`config.mk`:
```
export PLATFORM = sky130hd
export DESIGN_NAME = flash_xip_cache
export DESIGN_NICKNAME = d
export VERILOG_FILES = /design/src/rtl/flash_xip_cache_pkg.sv /design/src/rtl/flash_xip_cache_array.sv /design/src/rtl/flash_xip_cache.sv
export SDC_FILE = /design/constraint.sdc
export NUM_CORES = 2
export LEC_CHECK = 0
export CAP_MARGIN = 10
export CORE_ASPECT_RATIO = 0.5
export CORE_MARGIN = 4
export CORE_UTILIZATION = 45
export CTS_BUF_LIST = sky130_fd_sc_hd__clkbuf_8
export CTS_CLUSTER_SIZE = 24
export DETAILED_ROUTE_END_ITERATION = 6
export GPL_TIMING_DRIVEN = 0
export PLACE_DENSITY = 0.62
export SETUP_SLACK_MARGIN = 0.4
export SYNTH_ARGS = -nofsm -noshare
export SYNTH_HDL_FRONTEND = slang
export SYNTH_SLANG_ARGS = --single-unit
```
`constraint.sdc`:
```
create_clock -name clock -period 37.7 [get_ports clock]
set_input_delay 5.655 -clock clock [delete_from_list [all_inputs] [get_ports clock]]
set_output_delay 5.655 -clock clock [all_outputs]
set_load 0.01 [all_outputs]
```
`src/rtl/flash_xip_cache_pkg.sv`:
```
// flash_xip_cache_pkg: shared FSM encoding and APB widths for the XIP cache
package flash_xip_cache_pkg;
    localparam int ADDR_W = 32;
    localparam int DATA_W = 32;
    localparam int STRB_W = 4;
    typedef enum logic [1:0] {
        IDLE   = 2'd0,
        SETUP  = 2'd1,
        ACCESS = 2'd2,
        RESP   = 2'd3
    } state_t;
endpackage

```
`src/rtl/flash_xip_cache_array.sv`:
```
// flash_xip_cache_array: direct-mapped tag/data/valid store, combinational lookup, synchronous fill
module flash_xip_cache_array
    import flash_xip_cache_pkg::*;
#(
    parameter int entries = 16
) (
    input  logic              clock,
    input  logic              reset,
    input  logic              flush,
    input  logic [ADDR_W-3:0] lookup_word,
    output logic              hit,
    output logic [DATA_W-1:0] lookup_data,
    input  logic              fill_en,
    input  logic [ADDR_W-3:0] fill_word,
    input  logic [DATA_W-1:0] fill_data
);
    localparam int IW = $clog2(entries);
    localparam int TW = ADDR_W - 2 - IW;
    logic [entries-1:0] valid_q, valid_d;
    logic [TW-1:0]      tag_q  [entries];
    logic [TW-1:0]      tag_d  [entries];
    logic [DATA_W-1:0]  data_q [entries];
    logic [DATA_W-1:0]  data_d [entries];
    logic [IW-1:0]      l_idx, f_idx;
    assign l_idx       = lookup_word[IW-1:0];
    assign f_idx       = fill_word[IW-1:0];
    assign hit         = valid_q[l_idx] && (tag_q[l_idx] == lookup_word[ADDR_W-3:IW]);
    assign lookup_data = data_q[l_idx];
    // Flush wins over a same-cycle fill so a straddling refill never survives.
    always_comb begin
        valid_d = valid_q;
        tag_d   = tag_q;
        data_d  = data_q;
        if (fill_en) begin
            valid_d[f_idx] = 1'b1;
            tag_d[f_idx]   = fill_word[ADDR_W-3:IW];
            data_d[f_idx]  = fill_data;
        end
        if (flush) valid_d = '0;
    end
    always_ff @(posedge clock or posedge reset) begin
        if (reset) begin
            valid_q <= '0;
            for (int i = 0; i < entries; i++) begin
                tag_q[i]  <= '0;
                data_q[i] <= '0;
            end
        end else begin
            valid_q <= valid_d;
            tag_q   <= tag_d;
            data_q  <= data_d;
        end
    end
endmodule

```
`src/rtl/flash_xip_cache.sv`:
```
// flash_xip_cache: APB read cache for execute-in-place flash, forwarding misses and non-flash traffic
module flash_xip_cache
    import flash_xip_cache_pkg::*;
#(
    parameter logic [ADDR_W-1:0] flash_addr_start = 32'h3000_0000,
    parameter logic [ADDR_W-1:0] flash_addr_end   = 32'h3fff_ffff,
    parameter int                entries          = 16
) (
    input  logic              clock,
    input  logic              reset,
    input  logic              flush,
    input  logic [ADDR_W-1:0] in_paddr,
    input  logic              in_psel,
    input  logic              in_penable,
    input  logic [2:0]        in_pprot,
    input  logic              in_pwrite,
    input  logic [DATA_W-1:0] in_pwdata,
    input  logic [STRB_W-1:0] in_pstrb,
    output logic              in_pready,
    output logic [DATA_W-1:0] in_prdata,
    output logic              in_pslverr,
    output logic [ADDR_W-1:0] out_paddr,
    output logic              out_psel,
    output logic              out_penable,
    output logic [2:0]        out_pprot,
    output logic              out_pwrite,
    output logic [DATA_W-1:0] out_pwdata,
    output logic [STRB_W-1:0] out_pstrb,
    input  logic              out_pready,
    input  logic [DATA_W-1:0] out_prdata,
    input  logic              out_pslverr
);
    state_t            state_q, state_d;
    logic [ADDR_W-1:0] addr_q, addr_d;
    logic [DATA_W-1:0] wdata_q, wdata_d, in_prdata_q, in_prdata_d;
    logic [STRB_W-1:0] strb_q, strb_d;
    logic [2:0]        prot_q, prot_d;
    logic              write_q, write_d, xip_q, xip_d, nofill_q, nofill_d;
    logic              psel_q, psel_d, penable_q, penable_d;
    logic              in_pready_q, in_pready_d, in_pslverr_q, in_pslverr_d;
    logic              xip, hit, fill_en;
    logic [DATA_W-1:0] hit_data;
    assign xip = (in_paddr >= flash_addr_start) && (in_paddr <= flash_addr_end);
    flash_xip_cache_array #(.entries(entries)) u_array (
        .clock       (clock),
        .reset       (reset),
        .flush       (flush),
        .lookup_word (in_paddr[ADDR_W-1:2]),
        .hit         (hit),
        .lookup_data (hit_data),
        .fill_en     (fill_en),
        .fill_word   (addr_q[ADDR_W-1:2]),
        .fill_data   (out_prdata)
    );
    assign out_paddr   = addr_q;
    assign out_psel    = psel_q;
    assign out_penable = penable_q;
    assign out_pprot   = prot_q;
    assign out_pwrite  = write_q;
    assign out_pwdata  = wdata_q;
    assign out_pstrb   = strb_q;
    assign in_pready   = in_pready_q;
    assign in_prdata   = in_prdata_q;
    assign in_pslverr  = in_pslverr_q;
    always_comb begin
        state_d      = state_q;
        addr_d       = addr_q;
        wdata_d      = wdata_q;
        strb_d       = strb_q;
        prot_d       = prot_q;
        write_d      = write_q;
        xip_d        = xip_q;
        nofill_d     = nofill_q | flush;
        psel_d       = psel_q;
        penable_d    = penable_q;
        in_pready_d  = 1'b0;
        in_prdata_d  = in_prdata_q;
        in_pslverr_d = in_pslverr_q;
        fill_en      = 1'b0;
        case (state_q)
            IDLE: begin
                nofill_d = 1'b0;
                if (in_psel && in_penable) begin
                    addr_d  = in_paddr;
                    wdata_d = in_pwdata;
                    strb_d  = in_pstrb;
                    prot_d  = in_pprot;
                    write_d = in_pwrite;
                    xip_d   = xip;
                    if (xip && !in_pwrite && hit) begin
                        state_d      = RESP;
                        in_pready_d  = 1'b1;
                        in_prdata_d  = hit_data;
                        in_pslverr_d = 1'b0;
                    end else if (xip && in_pwrite) begin
                        state_d      = RESP;
                        in_pready_d  = 1'b1;
                        in_prdata_d  = '0;
                        in_pslverr_d = 1'b1;
                    end else begin
                        state_d = SETUP;
                        psel_d  = 1'b1;
                    end
                end
            end
            SETUP: begin
                state_d   = ACCESS;
                penable_d = 1'b1;
            end
            ACCESS: if (out_pready) begin
                state_d      = RESP;
                psel_d       = 1'b0;
                penable_d    = 1'b0;
                in_pready_d  = 1'b1;
                in_prdata_d  = out_prdata;
                in_pslverr_d = out_pslverr;
                fill_en      = xip_q && !write_q && !out_pslverr && !nofill_q && !flush;
            end
            default: state_d = IDLE;
        endcase
    end
    always_ff @(posedge clock or posedge reset) begin
        if (reset) begin
            state_q      <= IDLE;
            addr_q       <= '0;
            wdata_q      <= '0;
            strb_q       <= '0;
            prot_q       <= '0;
            write_q      <= 1'b0;
            xip_q        <= 1'b0;
            nofill_q     <= 1'b0;
            psel_q       <= 1'b0;
            penable_q    <= 1'b0;
            in_pready_q  <= 1'b0;
            in_prdata_q  <= '0;
            in_pslverr_q <= 1'b0;
        end else begin
            state_q      <= state_d;
            addr_q       <= addr_d;
            wdata_q      <= wdata_d;
            strb_q       <= strb_d;
            prot_q       <= prot_d;
            write_q      <= write_d;
            xip_q        <= xip_d;
            nofill_q     <= nofill_d;
            psel_q       <= psel_d;
            penable_q    <= penable_d;
            in_pready_q  <= in_pready_d;
            in_prdata_q  <= in_prdata_d;
            in_pslverr_q <= in_pslverr_d;
        end
    end
endmodule
```
==> qor.yml <==
outcome:
  status: "completed"
synthesis:
  synth.avg_cell_area_um2: 15.5
  yosysTopAreaCellShare_pct: 54.9
  synth_top_cells_by_count: "1056 x dfrtp_1, 1024 x mux2_2, 239 x mux4_2, 175 x clkbuf_1, 72 x mux2i_1"
  netlist-cell-type-count: 66
  synth_seq_area_share_pct: 54.9
  async_flop_share_pct: 100
  synthCells: 3107
  yosysWarnings: 0
  synth_top_cell_by_area: "dfrtp_1"
  synth_edf_count: 0
  syn_nets: 3222
  yosys.cell_count.top_type: "dfrtp_1"
  ys.flop_type: "dfrtp_1"
  netlist_area_um2: 48100
  synthTopCellsByArea: "dfrtp_1 55%, mux2_2 24%, mux4_2 11%, mux2i_1 1.5%, clkbuf_1 1.4%"
  ys_ff_latch: 1056
floorplanning:
  rows: 84
  fp.dieW_um: 470
  dieArea_um2: 113000
  core-area_um2: 106000
  die_h_um: 239
  start_util_pct: 45.6
  boundaryPins: 219
clock_network:
  cts_num_sinks: 1056
  clockBufferDepth: 3
  htree_levels: 4
  ctsResizeCount: 0
  cts_root_buffer: "clkbuf_8"
  postCtsSetupBuffers: 0
  cts_tree: "done"
  path_clk_slew_ns: 0.07
  numCtsBuffers: 157
  clk-insertion-delay-late_ns: 0.86
  ctsHoldBuffers: 0
global_routing:
  grt_overflow: 0
  grt_max_degree: 127
  antenna_found_initial: 3
  grt_pass1_vias: 30600
  grt_pass1_wl_mm: 210
  grt.total_usage_pct: 25.5
timing:
  rsz0062_at_grt: "no"
  drv_slew: 0
  worst_slew_pin_slew_ns: 1.37
  skew_ns: 0.0293
  finalCriticalPeriod_ns: 10.67
  min_period_over_period_pct: 28.3
  final_hold_viol_count: 0
  max_freq_mhz: 93.7
  setup_violations: 0
  slew_headroom_pct: 8.42
critical_path:
  slowest_delay_ns: 0.85
  cpMostUsedCell: "buf_6"
  cp-start-kind: "input port"
  reg2reg_depth: 9
  timing.rr.end: "in_prdata[17]$_DFFE_PP0P_"
  crit_arrival_ns: 11.41
  cp-startpoint: "in_paddr[2]"
  cp-end-kind: "flop"
  crit_type: "input port to flop"
  slowest_stage: "a311oi_4"
  cp_max_fo: 10
  r2r_start: "u_array.tag_q[1]$_DFFE_PP0P_"
  reg2reg_slack_ns: 32.93
  crit_chain: "clkdlybuf4s50_1 -> buf_6 -> buf_6 -> buf_6 -> buf_6 -> buf_6 -> mux4_2 -> xnor2_1 -> o2111ai_1 -> nor4_2 -> nand4_4 -> a311oi_4 -> buf_6 -> mux2_2"
  crit_required_ns: 38.44
finish:
  drive_above_1_share_pct: 43.4
  stdcell_area_um2: 55400
  n_fill_cell: 8883
  seqCellArea_um2: 26400
  multiInputGateArea_um2: 20300
  nNetsFinal: 3605
  fin_util_pct: 52.5
  syn_to_final_growth_pct: 15.1
hold_path:
  hold_path_depth: 1
  hp-class: "flop to flop"
  worstHoldStart: "in_prdata[15]$_DFFE_PP0P_"
  hold_end: "in_prdata[15]$_DFFE_PP0P_"
pwr:
  p_leak_nw: 26.3
  powerDensity_nw_per_um2: 47.6
  irDropWorstVdd_uv: 36.5
drt:
  dr.pass1.iters: 5
  drc: 0
  wl_per_cell_um: 28.4
  wl_mm: 143
  vias: 29100
  antenna_left: 0
  vias_per_cell: 5.79
  first_iter_violations: 2069
place:
  dpl_cell_area_um2: 52300
  hpwl_mm: 95.9
  port_buffers: 211
  gp_congestion: 0.962
job:
  cap_violations: 0
==> kinds of logic (layout without fill, tap and decap cells) <==
family | count (synthesis) | after routing | share of synthesized area [%]
AOI/OAI and AO/OA | 119 | 119 | 1.88
xor gates and xnor gates | 37 | 37 | 0.674
adders and majority gates | 4 | 4 | 0.104
buffers and inverters | 311 | 802 | 2.82
DFF | 1056 | 1056 | 54.9
muxes | 1362 | 1362 | 37.3
other | 0 | 3 | 0
and+or+nand+nor | 218 | 218 | 2.25
==> flip-flops by register name (all words and copies together) (netlist names) <==
register	flops
in_pready	1
u_array.data_q	512
out_psel	1
out_paddr	32
in_pslverr	1
out_pwdata	32
xip_q	1
u_array.valid_q	16
out_pstrb	4
out_penable	1
nofill_q	1
state_q	2
out_pwrite	1
u_array.tag_q	416
in_prdata	32
out_pprot	3
==> power by group <==
group	internal, mW	switching [mW]
Sequential	1.19	0.0679
Clock	0.474	0.452
Combinational	0.203	0.246
==> how the worst max path moves through the flow <==
stage | end | cells past startpoint
4_1_cts | in_prdata[17]$_DFFE_PP0P_ | 14
6_report | in_prdata[17]$_DFFE_PP0P_ | 14
2_1_floorplan | in_prdata[0]$_DFFE_PP0P_ | 1
5_1_grt | in_prdata[8]$_DFFE_PP0P_ | 14
3_3_place_gp | out_pprot[1]$_DFFE_PP0P_ | 2
3_5_place_dp | in_prdata[12]$_DFFE_PP0P_ | 14
==> critical path: cells and delay by family <==
| kind | cells | cell delay (ns) |
|---|---|---|
| AOI/OAI and AO/OA | 2 | 1.19 |
| xor gates and xnor gates | 1 | 0.51 |
| buffers and inverters | 7 | 2.36 |
| muxes | 2 | 0.70 |
| and+or+nand+nor | 2 | 0.93 |
==> cell type report <==
cell class                      instances  area share [%]
Sequential cell                      1056            47.7
Multi-Input combinational cell       1740            36.7
Clock buffer                          197            4.90
Timing Repair Buffer                  224            4.35
Tap cell                             1419            3.21
Buffer                                264            2.13
Clock inverter                         70           0.601
Inverter                               47           0.332
Antenna cell                            3          0.0136
==> cell usage in the layout, fill, tap and decap left out, types with 16 or more instances in the layout <==
cell type	netlist	final
buf_1	34	34
dfrtp_1	1056	1056
mux2i_1	72	72
xnor2_1	24	24
clkbuf_8	0	197
o31ai_1	32	32
nand3_1	16	16
mux2_2	1024	1024
nor2_1	58	58
buf_2	27	27
mux2_1	25	25
clkbuf_1	175	175
nand2_1	65	65
clkdlybuf4s50_1	0	211
mux4_2	239	239
buf_6	13	16
inv_1	47	99
==> metal layers <==
metal | global-route usage (%) | up-vias | routed length, µm
met5 | 0 | - | 0
met4 | 8.46 | 0 | 3690
met3 | 5.31 | 221 | 7850
met2 | 39.9 | 759 | 66600
met1 | 35.9 | 15900 | 64600
li1 | - | 12200 | -
==> metrics by stage <==
stage               power, mW  hold WS (ns)  setup TNS [ns]  cells  worst slack (ns)
CTS                      2.67         0.492               0   5016             27.22
global route             2.75         0.502               0   5020             27.10
global placement         1.73         0.468        -9411.30   4737             -9.01
detailed placement       1.74         0.477               0   4749             26.29
finish                   2.64         0.485               0   5020             27.03
floorplan                1.49         0.455               0   3107              2.32
Note: power is estimated with default switching activity, not from simulation.
